**src/rtl/pairing_exec_seq.sv**
```systemverilog
`timescale 1ns/1ps
// pairing_exec_seq: drives the pairing core through Miller loop and/or final exponentiation
// and streams the 12-word Fp12 result. Define PAIRING_SEQ_CYCCNT_EN to add the exec_cycles counter.
module pairing_exec_seq #(
   parameter int unsigned MODE_W     = 2,
   parameter int unsigned MODE_IDLE  = 0,
   parameter int unsigned MODE_EXEC  = 2,
   parameter int unsigned MODE_REF   = 3,
   parameter int unsigned INST_W     = 2,
   parameter int unsigned INST_ML    = 0,
   parameter int unsigned INST_FE    = 1,
   parameter int unsigned ADDR_W     = 10,
   parameter int unsigned WORD_W     = 256,
   parameter int unsigned RES_BASE   = 0,
   parameter int unsigned RD_LAT     = 1,
   parameter int unsigned LAUNCH_TMO = 15
) (
   input  logic              clk,
   input  logic              rst,
   input  logic              start,
   input  logic [1:0]        op,
   output logic              busy,
   output logic              done,
   output logic              err,
   output logic [MODE_W-1:0] core_mode,
   output logic [INST_W-1:0] core_inst,
   input  logic              core_busy,
   output logic [ADDR_W-1:0] core_raddr1,
   output logic [ADDR_W-1:0] core_raddr2,
   input  logic [WORD_W-1:0] core_rdata1,
   input  logic [WORD_W-1:0] core_rdata2,
   output logic              res_valid,
   input  logic              res_ready,
   output logic [WORD_W-1:0] res_data1,
   output logic [WORD_W-1:0] res_data2,
   output logic [2:0]        res_idx
`ifdef PAIRING_SEQ_CYCCNT_EN
   ,
   output logic [31:0]       exec_cycles
`endif
);

   localparam int unsigned TMO_W    = (LAUNCH_TMO > 1) ? $clog2(LAUNCH_TMO + 1) : 1;
   localparam int unsigned LAT_W    = $clog2(RD_LAT + 1);
   localparam int unsigned NPAIR    = 6;
   localparam logic [2:0]  LAST_IDX = 3'(NPAIR - 1);

   typedef enum logic [2:0] {
      S_IDLE,
      S_LAUNCH,
      S_RUN,
      S_READ,
      S_HOLD,
      S_DONE
   } state_t;

   state_t           state;
   logic             phase_fe;
   logic             op_hi;
   logic [TMO_W-1:0] tmo_cnt;
   logic [LAT_W-1:0] lat_cnt;

   // Result word address for pair idx; odd selects word 2k+1. Wraps at ADDR_W.
   function automatic logic [ADDR_W-1:0] word_addr(input logic [2:0] idx, input logic odd);
      return ADDR_W'(RES_BASE) + ADDR_W'({idx, odd});
   endfunction

   always_ff @(posedge clk) begin
      if (rst) begin
         state       <= S_IDLE;
         phase_fe    <= 1'b0;
         op_hi       <= 1'b0;
         tmo_cnt     <= '0;
         lat_cnt     <= '0;
         busy        <= 1'b0;
         done        <= 1'b0;
         err         <= 1'b0;
         res_valid   <= 1'b0;
         res_idx     <= 3'd0;
         res_data1   <= '0;
         res_data2   <= '0;
         core_mode   <= MODE_W'(MODE_IDLE);
         core_inst   <= INST_W'(INST_ML);
         core_raddr1 <= ADDR_W'(RES_BASE);
         core_raddr2 <= ADDR_W'(RES_BASE);
`ifdef PAIRING_SEQ_CYCCNT_EN
         exec_cycles <= 32'd0;
`endif
      end else begin
         done <= 1'b0;
         err  <= 1'b0;

`ifdef PAIRING_SEQ_CYCCNT_EN
         // Saturating count of cycles spent launching or running the core.
         if ((state == S_LAUNCH || state == S_RUN) && exec_cycles != 32'hFFFF_FFFF)
            exec_cycles <= exec_cycles + 32'd1;
`endif

         case (state)
            S_IDLE: begin
               if (start && op != 2'b00) begin
                  state     <= S_LAUNCH;
                  busy      <= 1'b1;
                  phase_fe  <= ~op[0];
                  op_hi     <= op[1];
                  tmo_cnt   <= '0;
                  res_idx   <= 3'd0;
                  core_mode <= MODE_W'(MODE_EXEC);
                  core_inst <= op[0] ? INST_W'(INST_ML) : INST_W'(INST_FE);
`ifdef PAIRING_SEQ_CYCCNT_EN
                  exec_cycles <= 32'd0;
`endif
               end
            end

            S_LAUNCH: begin
               if (core_busy) begin
                  state <= S_RUN;
               end else if (tmo_cnt == TMO_W'(LAUNCH_TMO - 1)) begin
                  // Core never acknowledged the launch: abort without a result stream.
                  state     <= S_DONE;
                  done      <= 1'b1;
                  err       <= 1'b1;
                  busy      <= 1'b0;
                  core_mode <= MODE_W'(MODE_IDLE);
               end else begin
                  tmo_cnt <= tmo_cnt + TMO_W'(1);
               end
            end

            S_RUN: begin
               if (!core_busy) begin
                  if (!phase_fe && op_hi) begin
                     state     <= S_LAUNCH;
                     phase_fe  <= 1'b1;
                     tmo_cnt   <= '0;
                     core_inst <= INST_W'(INST_FE);
                  end else begin
                     state       <= S_READ;
                     lat_cnt     <= '0;
                     res_idx     <= 3'd0;
                     core_mode   <= MODE_W'(MODE_REF);
                     core_raddr1 <= word_addr(3'd0, 1'b0);
                     core_raddr2 <= word_addr(3'd0, 1'b1);
                  end
               end
            end

            S_READ: begin
               // Address has been presented since entry; data lands RD_LAT cycles later.
               if (lat_cnt == LAT_W'(RD_LAT)) begin
                  state     <= S_HOLD;
                  res_valid <= 1'b1;
                  res_data1 <= core_rdata1;
                  res_data2 <= core_rdata2;
               end else begin
                  lat_cnt <= lat_cnt + LAT_W'(1);
               end
            end

            S_HOLD: begin
               if (res_ready) begin
                  res_valid <= 1'b0;
                  if (res_idx == LAST_IDX) begin
                     state     <= S_DONE;
                     done      <= 1'b1;
                     busy      <= 1'b0;
                     core_mode <= MODE_W'(MODE_IDLE);
                  end else begin
                     state       <= S_READ;
                     lat_cnt     <= '0;
                     res_idx     <= 3'(res_idx + 3'd1);
                     core_raddr1 <= word_addr(3'(res_idx + 3'd1), 1'b0);
                     core_raddr2 <= word_addr(3'(res_idx + 3'd1), 1'b1);
                  end
               end
            end

            S_DONE: begin
               state <= S_IDLE;
            end

            default: begin
               state <= S_IDLE;
            end
         endcase
      end
   end

endmodule

```
**config.mk**
```make
export PLATFORM = sky130hd
export DESIGN_NAME = pairing_exec_seq
export DESIGN_NICKNAME = d
export VERILOG_FILES = /design/src/rtl/pairing_exec_seq.sv
export SDC_FILE = /design/constraint.sdc
export NUM_CORES = 1
export LEC_CHECK = 0
export CAP_MARGIN = 15
export CELL_PAD_IN_SITES_DETAIL_PLACEMENT = 2
export CELL_PAD_IN_SITES_GLOBAL_PLACEMENT = 2
export CORE_AREA = 3 3 417 419
export CTS_BUF_LIST = sky130_fd_sc_hd__clkbuf_2 sky130_fd_sc_hd__clkbuf_4 sky130_fd_sc_hd__clkbuf_8
export CTS_CLUSTER_DIAMETER = 150
export DETAILED_ROUTE_END_ITERATION = 10
export DIE_AREA = 0 0 420 422
export HOLD_SLACK_MARGIN = 0.05
export PLACE_DENSITY_LB_ADDON = 0.1
export RECOVER_POWER = 50
export SLEW_MARGIN = 20
export SYNTH_ARGS = -nofsm -noshare
export SYNTH_HDL_FRONTEND = slang
export SYNTH_SLANG_ARGS = --single-unit
```
**constraint.sdc**
```tcl
create_clock -name clk -period 1.87 [get_ports clk]
set_input_delay 0.187 -clock clk [delete_from_list [all_inputs] [get_ports clk]]
set_output_delay 0.187 -clock clk [all_outputs]
set_load 0.01 [all_outputs]
```
After elaboration in Yosys (flattened, before gate mapping):

Cells that the tools add are included.

* bits in registers: 553

* add/sub/neg operators: 3
* eq/ne operators: 18
* mux-type cells: 68
* bitwise operators: 2
* reduce and logical (&&, ||, !) cells: 25

Operators with widths (number)
* $mux W10: 8
* $pmux W10 S2: 2
* $mux W3: 12
* $mux W2: 11
* $ne A2 B2 Y1 const B: 11
* $mux W1: 20
* $mux W4: 5
* $reduce_and A6 Y1: 3
* $pmux W3 S5: 1
* $reduce_and A5 Y1: 3
* $pmux W4 S3: 1
* $reduce_bool A3 Y1: 4
* $pmux W3 S3: 1
* $pmux W2 S4: 1
* $reduce_and A8 Y1: 1
* $reduce_bool A2 Y1: 4
* $eq A3 B2 Y1 const B: 2
* $eq A3 B3 Y1 const B: 2
* $pmux W1 S2: 3
* $pmux W1 S3: 2
* $add A4 B1 Y4 const B: 1
* $eq A4 B4 Y1 const B: 1
* $pmux W2 S2: 1
* $reduce_and A2 Y1: 2
* 12 further kinds: 14

Depth between registers and ports, before layout:

* depth after elaboration: 5
* gate-level depth with buffers: 8

Worst setup path before layout:

OpenSTA, ideal clock, no wires.

* path kind: flip-flop to flip-flop
* start: reg tmo_cnt[0]
* end: reg tmo_cnt[2]
* library setup time: 0.067 ns
* arrival time: 1.707 ns
* data required time: 1.803 ns
* slack: 0.096 ns
* cell stages (with the launch flop): 7
* cell sequence: dfxtp_1 -> inv_1 -> ha_1 -> and3_1 -> or3_4 -> or3b_1 -> a21oi_2

* word-level cells in the longest chain between the ends: 4

Ends and longest elaborated chain
* start, declared: RTL line 60 `logic [TMO_W-1:0] tmo_cnt;`
* start signal, assigned: RTL line 127 `tmo_cnt <= tmo_cnt + TMO_W'(1);`
* $add A4 B1 Y4: RTL line 127
* $mux W4: RTL line 119 `end else if (tmo_cnt == TMO_W'(LAUNCH_TMO - 1)) begin`
* $mux W4: RTL line 117 `if (core_busy) begin`
* $pmux W4 S3: RTL line 99 `case (state)`

Parallel ways exist; a longest one is shown, timed or not. The select of a mux whose other input is x is not followed.
A chain may end at the register's enable or synchronous reset.

Final worst setup path:

* start: in op[1]
* end: reg state[0]

* word-level cells in the longest chain between the ends: 4

Ends and longest elaborated chain
* start, declared: RTL line 21 `input logic [1:0] op,`
* $reduce_bool A2 Y1: RTL line 101 `if (start && op != 2'b00) begin`
* $logic_and A1 B1 Y1: RTL line 101
* $ne A2 B2 Y1 (no line)
* $reduce_and A5 Y1 (no line)
* end signal, assigned: RTL line 102 `state <= S_LAUNCH;`
* end signal, assigned: RTL line 118 `state <= S_RUN;`
* end signal, assigned: RTL line 121 `state <= S_DONE;`
* end, declared: RTL line 57 `state_t state;`

Every way passes these cells.

==> impl_metrics.py <==
metrics = {
    "worst_setup_path": {
        "cpMaxStageDelayCell": "dlygate4sd3_1",
        "cp_data_required_time_ns": 2.58,
        "crit_chain": "dlygate4sd3_1, clkdlybuf4s50_1, o21ai_1, buf_4, buf_4, and2_1, nor4b_4, mux2i_1, a21oi_1",
        "arrival_ns": 2.52,
        "startpoint_type": "primary input",
        "crit_path_end_kind": "flop",
        "timing.critical_path.slowest_cell_delay_ns": 0.53,
        "critical-path-top-delay-family": "buffers and inverters",
        "path_buf_inv": 4,
        "cpMostUsedCell": "buf_4",
        "path_class": "primary input to flop",
        "path_max_fanout": 3,
    },
    "routing": {
        "wl_um": 132700,
        "drt_iter0_drc": 568,
        "top_layer": "met5",
        "drt_first_pass_iters": 4,
        "met2_length_um": 68190,
        "drc_errors": 0,
        "vias": 22870,
        "post_drt_wl_per_cell_um": 20.72,
        "met3_wirelength_um": 8592,
        "routed_via_density": 3.571,
        "antenna_left": 0,
        "wl_met1_um": 50430,
    },
    "power_and_ir_drop": {
        "power_density_nw_per_um2": 731.0,
        "intPower_mw": 21.95,
        "p_sw_frac": 0.2645,
        "p_seq_frac": 0.392,
        "p_leak_nw": 15.80,
        "p_sw_mw": 7.893,
        "vdd_drop_max_v": 0.0004606,
        "comb_power_share": 0.144,
        "power_frac_clock": 0.465,
    },
    "global_routing": {
        "grt_pass1_wl_um": 184200,
        "grt_pass1_vias": 25280,
        "grtUsageTotal": 0.1432,
        "antenna_found_initial": 21,
        "overflow": 0,
        "grt_max_degree": 82,
    },
    "cts": {
        "clk_pin_slew_worst_paths_ns": 0.05,
        "cts.sinks": 535,
        "ctsHtreeMaxLevel": 3,
        "cts_tree": "built",
        "root_buffer": "clkbuf_8",
        "numCtsBuffers": 116,
        "clk_latency_ns": 0.83,
        "cts_buffer_depth": 3,
    },
    "yosys": {
        "syn_avg_cell_area_um2": 7.900,
        "ys_warn_count": 0,
        "synth-edff-count": 0,
        "synth_top_area_cell": "dfxtp_1",
        "yosysTopAreaCellShare": 0.5644,
        "ys_seq_elements": 535,
        "synth-async-reset-ratio": 0,
        "synthesis.area_um2": 18980,
        "synth_most_common_cell": "nand2_1",
        "synthTopCellsByCount": "1,038 x nand2_1, 535 x dfxtp_1, 524 x a21oi_1",
        "synthCells": 2402,
        "synthTopCellsByArea": "dfxtp_1 56%, nand2_1 21%, a21oi_1 14%",
        "synthFlopType": "dfxtp_1",
        "yosysUniqueCellTypes": 45,
        "yosysSeqAreaShare": 0.5644,
    },
    "place": {
        "hpwl_um": 99980,
        "post-place-ws_ns": -0.4252,
        "gp_congestion": 0.7478,
        "portBuffers": 1047,
    },
    "sta": {
        "setup_viol": 0,
        "setup_ws_ns": 0.06098,
        "rsz0062_at_grt": "yes",
        "tns_ns": 0,
        "period_share": 0.9674,
        "timing.final.max_slew_violations": 0,
        "hold_viol_final": 0,
        "clock.fmax_ghz": 0.5528,
        "period_minus_slack_ns": 1.809,
        "fin_skew_ns": 0.03053,
    },
    "run": {
        "maxCapViolCount": 0,
    },
    "hold_path": {
        "holdCritPathClass": "primary input to flop",
    },
    "finish": {
        "drive_gt1_frac": 0.1267,
        "synthToLayoutAreaGrowth_pct": 115.1,
        "finish.net_count": 4588,
        "fillCellCount": 19580,
    },
    "floorplanning": {
        "die_y_um": 422,
        "initial_core_util": 0.1110,
        "rows": 152,
        "dieArea_um2": 177200,
        "core_area_um2": 171000,
        "pin_count": 1062,
        "die_width_um": 420,
    },
    "status": {
        "outcome": "finished, final reports clean",
    },
}
## logic make-up after synthesis
logic type	count (synthesis)	synth area share
buffers and inverters	202	0.05598
flip-flops	535	0.5644
XOR/XNOR	2	0.0009233
multiplexers	4	0.002110
AND/OR/NAND/NOR	1102	0.2245
adder cells (fa/ha/maj)	4	0.002638
AO/OA/AOI/OAI	552	0.1492
other	1	0.0001976
## layout by cell type (no fill, tap or decap), types with 58 or more instances in the layout
cell type        instances
dfxtp_1                526
clkdlybuf4s15_1         86
a21oi_1                514
dlygate4sd3_1          514
dlygate4sd2_1          320
clkbuf_4                58
buf_4                   96
clkdlybuf4s50_1        517
clkbuf_8               139
nand2_1               1038
clkdlybuf4s15_2        104
## per-stage QoR
stage	instances	power [mW]	utilization	hold WS (ns)	area [µm²]
global route	6402	31.68	0.2387	0.1325	40820
detailed placement	5645	15.22	0.1929	0.4483	32980
finish	6404	29.84	0.2388	0.2281	40820
global placement	5645	15.24	0.1929	0.4406	32980
floorplan	2415	12.95	-	0.3230	19020
CTS	6374	30.87	0.2365	0.05212	40430
## routing by layer
layer / vias to the layer above / GRT usage
li1: 11120 / -
met1: 10900 / 0.1511
met2: 657 / 0.2600
met3: 197 / 0.04212
met4: 2 / 0.06527
met5: - / 0
## registers in the layout, summed over array words and instances, names as in the netlist
name,flops
busy,1
res_idx,3
core_raddr2,1
res_data1,256
core_raddr1,3
res_valid,1
lat_cnt,1
core_mode,2
err,1
res_data2,256
tmo_cnt,4
state,3
op_hi,1
core_inst,1
done,1
## power groups by stage
stage / registers [mW] / clock network (mW) / logic, mW
after global placement: 11.9 / 0 / 3.32
after global routing: 11.7 / 15.3 / 4.65
after detailed placement: 11.9 / 0 / 3.30
after floorplan: 11.9 / 0 / 1.03
after CTS: 11.7 / 14.9 / 4.30
final: 11.7 / 13.9 / 4.29
## final timing paths
check / startpoint / endpoint / slack [ns] / cells after the start
max: op[1] / state[0] / 0.06 / 9
min: core_busy / err / 0.23 / 3
max reg2reg: state[2] / tmo_cnt[2] / 0.06 / 4
min reg2reg: res_data2[120] / res_data2[120] / 0.45 / 2
## cell type report
class	count	area (µm²)	share of cell area
clock inverter	8	72.57	0.001778
tap	2233	2794	0.06844
multi-input combinational	1678	7328	0.1795
antenna	19	47.55	0.001165
clock buffer	197	2349	0.05753
timing repair buffer	1729	17480	0.4283
inverter	5	18.77	0.0004598
sequential	535	10730	0.2628
## repair_timing
action	in CTS	in global routing
gates resized for setup	907	35
hold buffers	514	0
buffers inserted	6	4
pin swaps	2	2
hold endpoints to repair	535	0
endpoints found under the setup margin	955	326
cloned	4	9
## tightest hold or removal path, cell delays in order
cell and delay [ns]:
clkdlybuf4s50_1 0.60, buf_4 0.17, nor4_1 0.05
Power figures use the tool's default switching activity.
